--- src/rtl/cpu_data_mem_responder.sv ---
// Memory-side responder for the CPU data bus: internal synchronous RAM with programmable wait states.
// Optional MEM_RANGE_CHECK_EN adds mem_err and blocks accesses whose address[15:ADDR_W] is non-zero.
module cpu_data_mem_responder #(
  parameter int unsigned ADDR_W      = 8,
  parameter int unsigned DATA_W      = 16,
  parameter int unsigned WAIT_CYCLES = 2
) (
  input  logic              clk,
  input  logic              reset,
  input  logic [15:0]       address,
  input  logic [DATA_W-1:0] wr_data,
  input  logic              mem_read,
  input  logic              mem_write,
  output logic [DATA_W-1:0] rd_data,
  output logic              mem_ready,
  output logic              busy
`ifdef MEM_RANGE_CHECK_EN
  ,
  output logic              mem_err
`endif
);

  typedef enum logic [1:0] {IDLE, BUSY, RESP} state_t;

  state_t              state_q, state_d;
  logic [3:0]          cnt_q, cnt_d;
  logic [ADDR_W-1:0]   idx_q, idx_d;
  logic [DATA_W-1:0]   wdata_q, wdata_d;
  logic                is_wr_q, is_wr_d;
  logic                ready_q, ready_d;
  logic                oob_q, oob_d;
  logic [DATA_W-1:0]   rd_data_q;
  logic                ram_we, ram_re, rd_clr;

  logic [DATA_W-1:0]   mem [0:(1<<ADDR_W)-1];

  always_comb begin
    state_d = state_q;
    cnt_d   = cnt_q;
    idx_d   = idx_q;
    wdata_d = wdata_q;
    is_wr_d = is_wr_q;
    oob_d   = oob_q;
    ready_d = 1'b0;
    ram_we  = 1'b0;
    ram_re  = 1'b0;
    rd_clr  = 1'b0;
    case (state_q)
      IDLE: begin
        if (mem_read || mem_write) begin
          idx_d   = address[ADDR_W-1:0];
          wdata_d = wr_data;
          is_wr_d = mem_write;  // simultaneous read+write resolves to a write
          cnt_d   = 4'(WAIT_CYCLES);
`ifdef MEM_RANGE_CHECK_EN
          oob_d   = |address[15:ADDR_W];
`else
          oob_d   = 1'b0;
`endif
          state_d = BUSY;
        end
      end
      BUSY: begin
        if (cnt_q != 4'd0) begin
          cnt_d = cnt_q - 4'd1;
        end else begin
          ready_d = 1'b1;
          state_d = RESP;
          if (!oob_q) begin
            ram_we = is_wr_q;
            ram_re = !is_wr_q;
          end else begin
            rd_clr = !is_wr_q;
          end
        end
      end
      RESP: state_d = IDLE;
      default: state_d = IDLE;
    endcase
  end

  always_ff @(posedge clk or posedge reset) begin
    if (reset) begin
      state_q   <= IDLE;
      cnt_q     <= '0;
      idx_q     <= '0;
      wdata_q   <= '0;
      is_wr_q   <= 1'b0;
      oob_q     <= 1'b0;
      ready_q   <= 1'b0;
      rd_data_q <= '0;
    end else begin
      state_q <= state_d;
      cnt_q   <= cnt_d;
      idx_q   <= idx_d;
      wdata_q <= wdata_d;
      is_wr_q <= is_wr_d;
      oob_q   <= oob_d;
      ready_q <= ready_d;
      if (ram_re)      rd_data_q <= mem[idx_q];
      else if (rd_clr) rd_data_q <= '0;
    end
  end

  // RAM array is deliberately not reset; writes are gated by the reset-cleared FSM.
  always_ff @(posedge clk) begin
    if (ram_we) mem[idx_q] <= wdata_q;
  end

`ifdef MEM_RANGE_CHECK_EN
  logic err_q;
  always_ff @(posedge clk or posedge reset) begin
    if (reset) err_q <= 1'b0;
    else       err_q <= ready_d & oob_q;
  end
  assign mem_err = err_q;
`endif

  assign rd_data   = rd_data_q;
  assign mem_ready = ready_q;
  assign busy      = (state_q != IDLE);

endmodule

--- config.mk ---
export PLATFORM = sky130hd
export DESIGN_NAME = cpu_data_mem_responder
export DESIGN_NICKNAME = d
export VERILOG_FILES = /design/src/rtl/cpu_data_mem_responder.sv
export SDC_FILE = /design/constraint.sdc
export NUM_CORES = 2
export LEC_CHECK = 0
export BUFFER_PORTS_ARGS = -buffer_cell sky130_fd_sc_hd__buf_4
export CAP_MARGIN = 15
export CELL_PAD_IN_SITES_DETAIL_PLACEMENT = 1
export CELL_PAD_IN_SITES_GLOBAL_PLACEMENT = 2
export CORE_AREA = 2 2 649 490
export CTS_BUF_LIST = sky130_fd_sc_hd__clkbuf_4 sky130_fd_sc_hd__clkbuf_8 sky130_fd_sc_hd__clkbuf_16
export CTS_CLUSTER_SIZE = 10
export DETAILED_ROUTE_END_ITERATION = 10
export DIE_AREA = 0 0 651 492
export GPL_ROUTABILITY_DRIVEN = 0
export GPL_TIMING_DRIVEN = 0
export PLACE_DENSITY_LB_ADDON = 0.15
export SLEW_MARGIN = 5
export SYNTH_ARGS = -nofsm -noshare
export SYNTH_HDL_FRONTEND = slang
export SYNTH_SLANG_ARGS = --single-unit
--- constraint.sdc ---
create_clock -name clk -period 4.4 [get_ports clk]
set_input_delay 1.1 -clock clk [delete_from_list [all_inputs] [get_ports clk]]
set_output_delay 1.1 -clock clk [all_outputs]
set_load 0.01 [all_outputs]
# Yosys cells after proc, flatten, opt, wreduce, memory -nomap -nowiden
# Memory sizes are Yosys's and may differ from the RTL's. A register that Yosys moved wholly into a read port is not among the register bits.
# Index checks and enable logic that the tools add are counted.
# totals
regBits,32
latchBits,0
ram_bits,4096
rom_bits,0
input_bits,36
out_inout_bits,18
elab_cells,35
mem_count,1
# mem_list
name,depth,word_bits,read_ports,rd_clocked_by_memory_dff,write_ports,line,rtl
mem,256,16,1,1,1,35,logic [DATA_W-1:0] mem [0:(1<<ADDR_W)-1];
# op_classes
add_sub_neg,1
multipliers,0
div,0
magnitude_cmp,0
eq_ne,4
shifts,0
mux,14
bitwise,0
reduce_logical,9
# ops
cell,count
1-bit two-way mux,8
4-bit two-way mux,2
4-bit one-hot mux with 2 select lines,1
"2-bit inequality test, second input constant",3
2-bit two-way mux,2
2-bit one-hot mux with 2 select lines,1
2-bit AND reduction,2
2-bit nonzero test,2
4-bit nonzero test,1
"4-bit by 1-bit subtractor with 4-bit output, second input constant",1
3-bit AND reduction,1
"2-bit by 1-bit equality test with 1-bit output, second input constant",1
2-bit logical NOT,1
1-bit logical NOT,1
1-bit logical OR,1

# Longest topological paths before layout
# logic_depth
ltp_word,5
ltp_mapped,13
depth_no_buf,9

# Worst setup path after synthesis
# OpenSTA, ideal clock, no wires.
# synth_path
path_type,flip-flop to flip-flop
startpoint,register wdata_q[0]
endpoint,memory mem[0][0] (data pin)
setup_time_ps,803
arrival_ps,3181
required_time_ps,3597
setup_slack_ps,416
stages_incl_launch_ff,1
path_buffers,0
period_less_slack_ps,3984
cell_sequence,dfrtp_1
# synth_lines
element,line,rtl
"start, declared",28,"logic [DATA_W-1:0] wdata_q, wdata_d;"
"start signal, assigned",96,wdata_q <= wdata_d;
"end, declared",35,
# Straight into the memory's write port.

==> flow_metrics.env <==
export IMPL_status="finished with violations"
export IMPL_violations="max-capacitance violations, max-slew violations, negative setup slack"
export IMPL_yosys_top_cells_count="edfxtp_1 (4,096), mux4_2 (998), nor2_1 (320)"
export IMPL_power_density_nw_per_um2=727
export IMPL_track_usage_pct=39.0
export IMPL_dr_first_iter_drc_count=17981
export IMPL_hold_buffers=0
export IMPL_start_util_pct=50.7
export IMPL_final_area_sq_um=188000
export IMPL_cts_clk_slew_worst_paths_ps=60
export IMPL_async_reset_ff_share_pct=1.16
export IMPL_vias=90787
export IMPL_synth_top_area_share_pct=77.1
export IMPL_min_path_type="input pin to asynchronous set/reset pin"
export IMPL_yosys_most_used_dff="edfxtp_1"
export IMPL_wl_um=624000
export IMPL_final_hold_viol_count=0
export IMPL_post_route_util_pct=59.6
export IMPL_ys_ff_latch=4144
export IMPL_synth_fp_nets=7196
export IMPL_rsz0062_at_grt="yes"
export IMPL_fmaxAchievable_mhz=210
export IMPL_arrival_ps=5590
export IMPL_ys_seq_area_share_pct=77.9
export IMPL_die_y_um=492
export IMPL_multi_input_area_sq_um=34900
export IMPL_layout_nets=8089
export IMPL_synth_area_sq_um=159000
export IMPL_die_x_um=651
export IMPL_synthTopCellsByArea="edfxtp_1 (77%), mux4_2 (14%), mux2i_1 (2.0%)"
export IMPL_grt_pass1_wl_um=816000
export IMPL_peakVddDrop_mv=0.857
export IMPL_portBuffers=45
export IMPL_grt_remaining_overflow=0
export IMPL_ctsRootBufferMaster="clkbuf_16"
export IMPL_die_area_sq_um=320000
export IMPL_netlist_instances=7158
export IMPL_synth_edf_count=4096
export IMPL_fin_worst_skew_ps=77.0
export IMPL_finalSetupViolations=1157
export IMPL_detail_route_antenna_nets=0
export IMPL_slowest_stage="o22ai_1"
export IMPL_first_pass_iters=9
export IMPL_cts_sinks=4144
export IMPL_p_leak_nw=59.4
export IMPL_tightest_slew_ps=1540
export IMPL_end_kind="flip-flop"
export IMPL_min_period_ps=4770
export IMPL_cp_cell_sequence="buf_6, buf_6, buf_4, clkbuf_4, nand2_2, o22ai_1, nor3_1, o22ai_1, or4_1, a41oi_1"
export IMPL_grt_pass1_vias=86622
export IMPL_path_max_fanout=10
export IMPL_filler_cell_count=25341
export IMPL_clock_latency_ps=1000
export IMPL_critPathMaxStageDelay_ps=740
export IMPL_area_growth_pct=17.6
export IMPL_cts_max_level=5
export IMPL_cts_tree="built"
export IMPL_yosysWarnings=0
export IMPL_seq_area_sq_um=124000
export IMPL_dpl_cell_area_sq_um=171000
export IMPL_rows=179
export IMPL_worst_setup_path_start_kind="flip-flop"
export IMPL_setup_ws_ps=-366
export IMPL_worstSetupPathType="flip-flop to flip-flop"
export IMPL_io_pin_count=54
export IMPL_cap_violations=2
export IMPL_grt_start_max_net_pins=101
export IMPL_core_region_area_sq_um=315000
export IMPL_dp_slack_ps=-2260
export IMPL_relSlewSlack_pct=-2.44
export IMPL_yosysMostFrequentCell="edfxtp_1"
export IMPL_yosysTopAreaCell="edfxtp_1"
export IMPL_post_route_period_util_pct=108
export IMPL_vias_per_cell=7.34
export IMPL_drive_gt1_share_pct=33.8
export IMPL_drc=0
export IMPL_synth_cell_types=66
export IMPL_hpwlAfterDp_um=424000
export IMPL_maxSlewViolCount=18
export IMPL_clockBufferDepth=4
export IMPL_synth_area_per_cell_sq_um=22.3
export IMPL_post_drt_wl_per_cell_um=50.4
export IMPL_cts_buffers=459
export IMPL_total_power_w=0.136
export IMPL_antenna_found_initial=51
export IMPL_worstPathRequired_ps=5230
-- cell type report --
cell class	count	share of cell area, %
diodes	38	0.0507
clock inverters	16	0.114
multi-input cells	2593	18.6
repair buffers	441	3.91
plain buffers	403	1.62
inverters	9	0.0207
well taps	4163	2.78
clock buffers	569	6.66
flip-flops and latches	4144	66.3
-- power breakdown --
part / switching, W / leakage [nW] / internal [W]
registers: 0.00151 / 37.4 / 0.0496
clock network: 0.0151 / 6.34 / 0.0196
logic: 0.0360 / 15.6 / 0.0146
total: 0.0526 / 59.4 / 0.0838
-- registers in the layout (all words and copies together) (netlist names) --
register and count:
state_q 2, mem_ready 1, mem 4096, wdata_q 16, rd_data 16, idx_q 8
is_wr_q 1, cnt_q 4
-- critical path, delay by kind of cell (launching register included) --
| kind | cells | cell delay [ps] |
|---|---|---|
| and+or+nand+nor | 3 | 1080 |
| buffers and inverters | 4 | 1700 |
| DFF | 1 | 440 |
| AOI/OAI and AO/OA | 3 | 1330 |
-- layer usage --
layer	global-route usage, %	share of wire [%]	vias to the layer above
li1	-	-	31957
met1	53.5	36	48371
met2	51.4	40	8675
met3	18.3	17	1762
met4	20.9	6.8	22
met5	0.179	0.027	-
-- repair_timing --
action | in CTS | in global routing
gates resized for setup | 337 | 99
setup buffers | 109 | 5
pin swaps | 70 | 5
setup endpoints to repair | 4112 | 446
-- metrics by stage --
stage               hold slack, ps  instances  TNS [ps]
global route                   324      12339     -21.1
global placement               534      11366         -
detailed placement             533      11641  -5865510
finish                         289      12376    -73780
floorplan                      505       7158         0
CTS                            285      12331     -1580
-- logic make-up (layout without fill, tap and decap cells) --
logic type      Yosys count  count (layout)  share of synthesized area, %
mux                    1358            1358                          16.4
simple gates            732             732                          1.94
flops                  4144            4144                          77.9
fa+ha+maj                 2               2                        0.0157
other cells               0              38                             0
xor+xnor                  2               2                        0.0110
buf+inv                 421            1438                          1.53
compound gates          499             499                          2.21
-- worst paths after layout --
path,startpoint,slack [ps],to,cells past startpoint
min in group clk,mem_write,340,is_wr_q,2
max in group asynchronous,reset,3450,rd_data[0],2
max,idx_q[0],-370,rd_data[10],10
max reg2reg,idx_q[0],-370,rd_data[10],10
min,reset,290,wdata_q[8],2
min reg2reg,cnt_q[3],540,cnt_q[3],2
-- layout by cell type (no fill, tap or decap), drive strengths merged, types with 48 or more instances in the layout --
cell | Yosys | layout
edfxtp | 4096 | 4096
mux4 | 1000 | 1000
clkbuf | 122 | 705
buf | 290 | 705
nor2 | 321 | 321
mux2i | 318 | 318
nand2 | 245 | 245
a22oi | 102 | 102
a32oi | 93 | 93
a21oi | 75 | 75
o22ai | 61 | 61
o21ai | 57 | 57
nand3 | 52 | 52
dfrtp | 48 | 48
No activity file was read; power rests on OpenSTA's default activity.
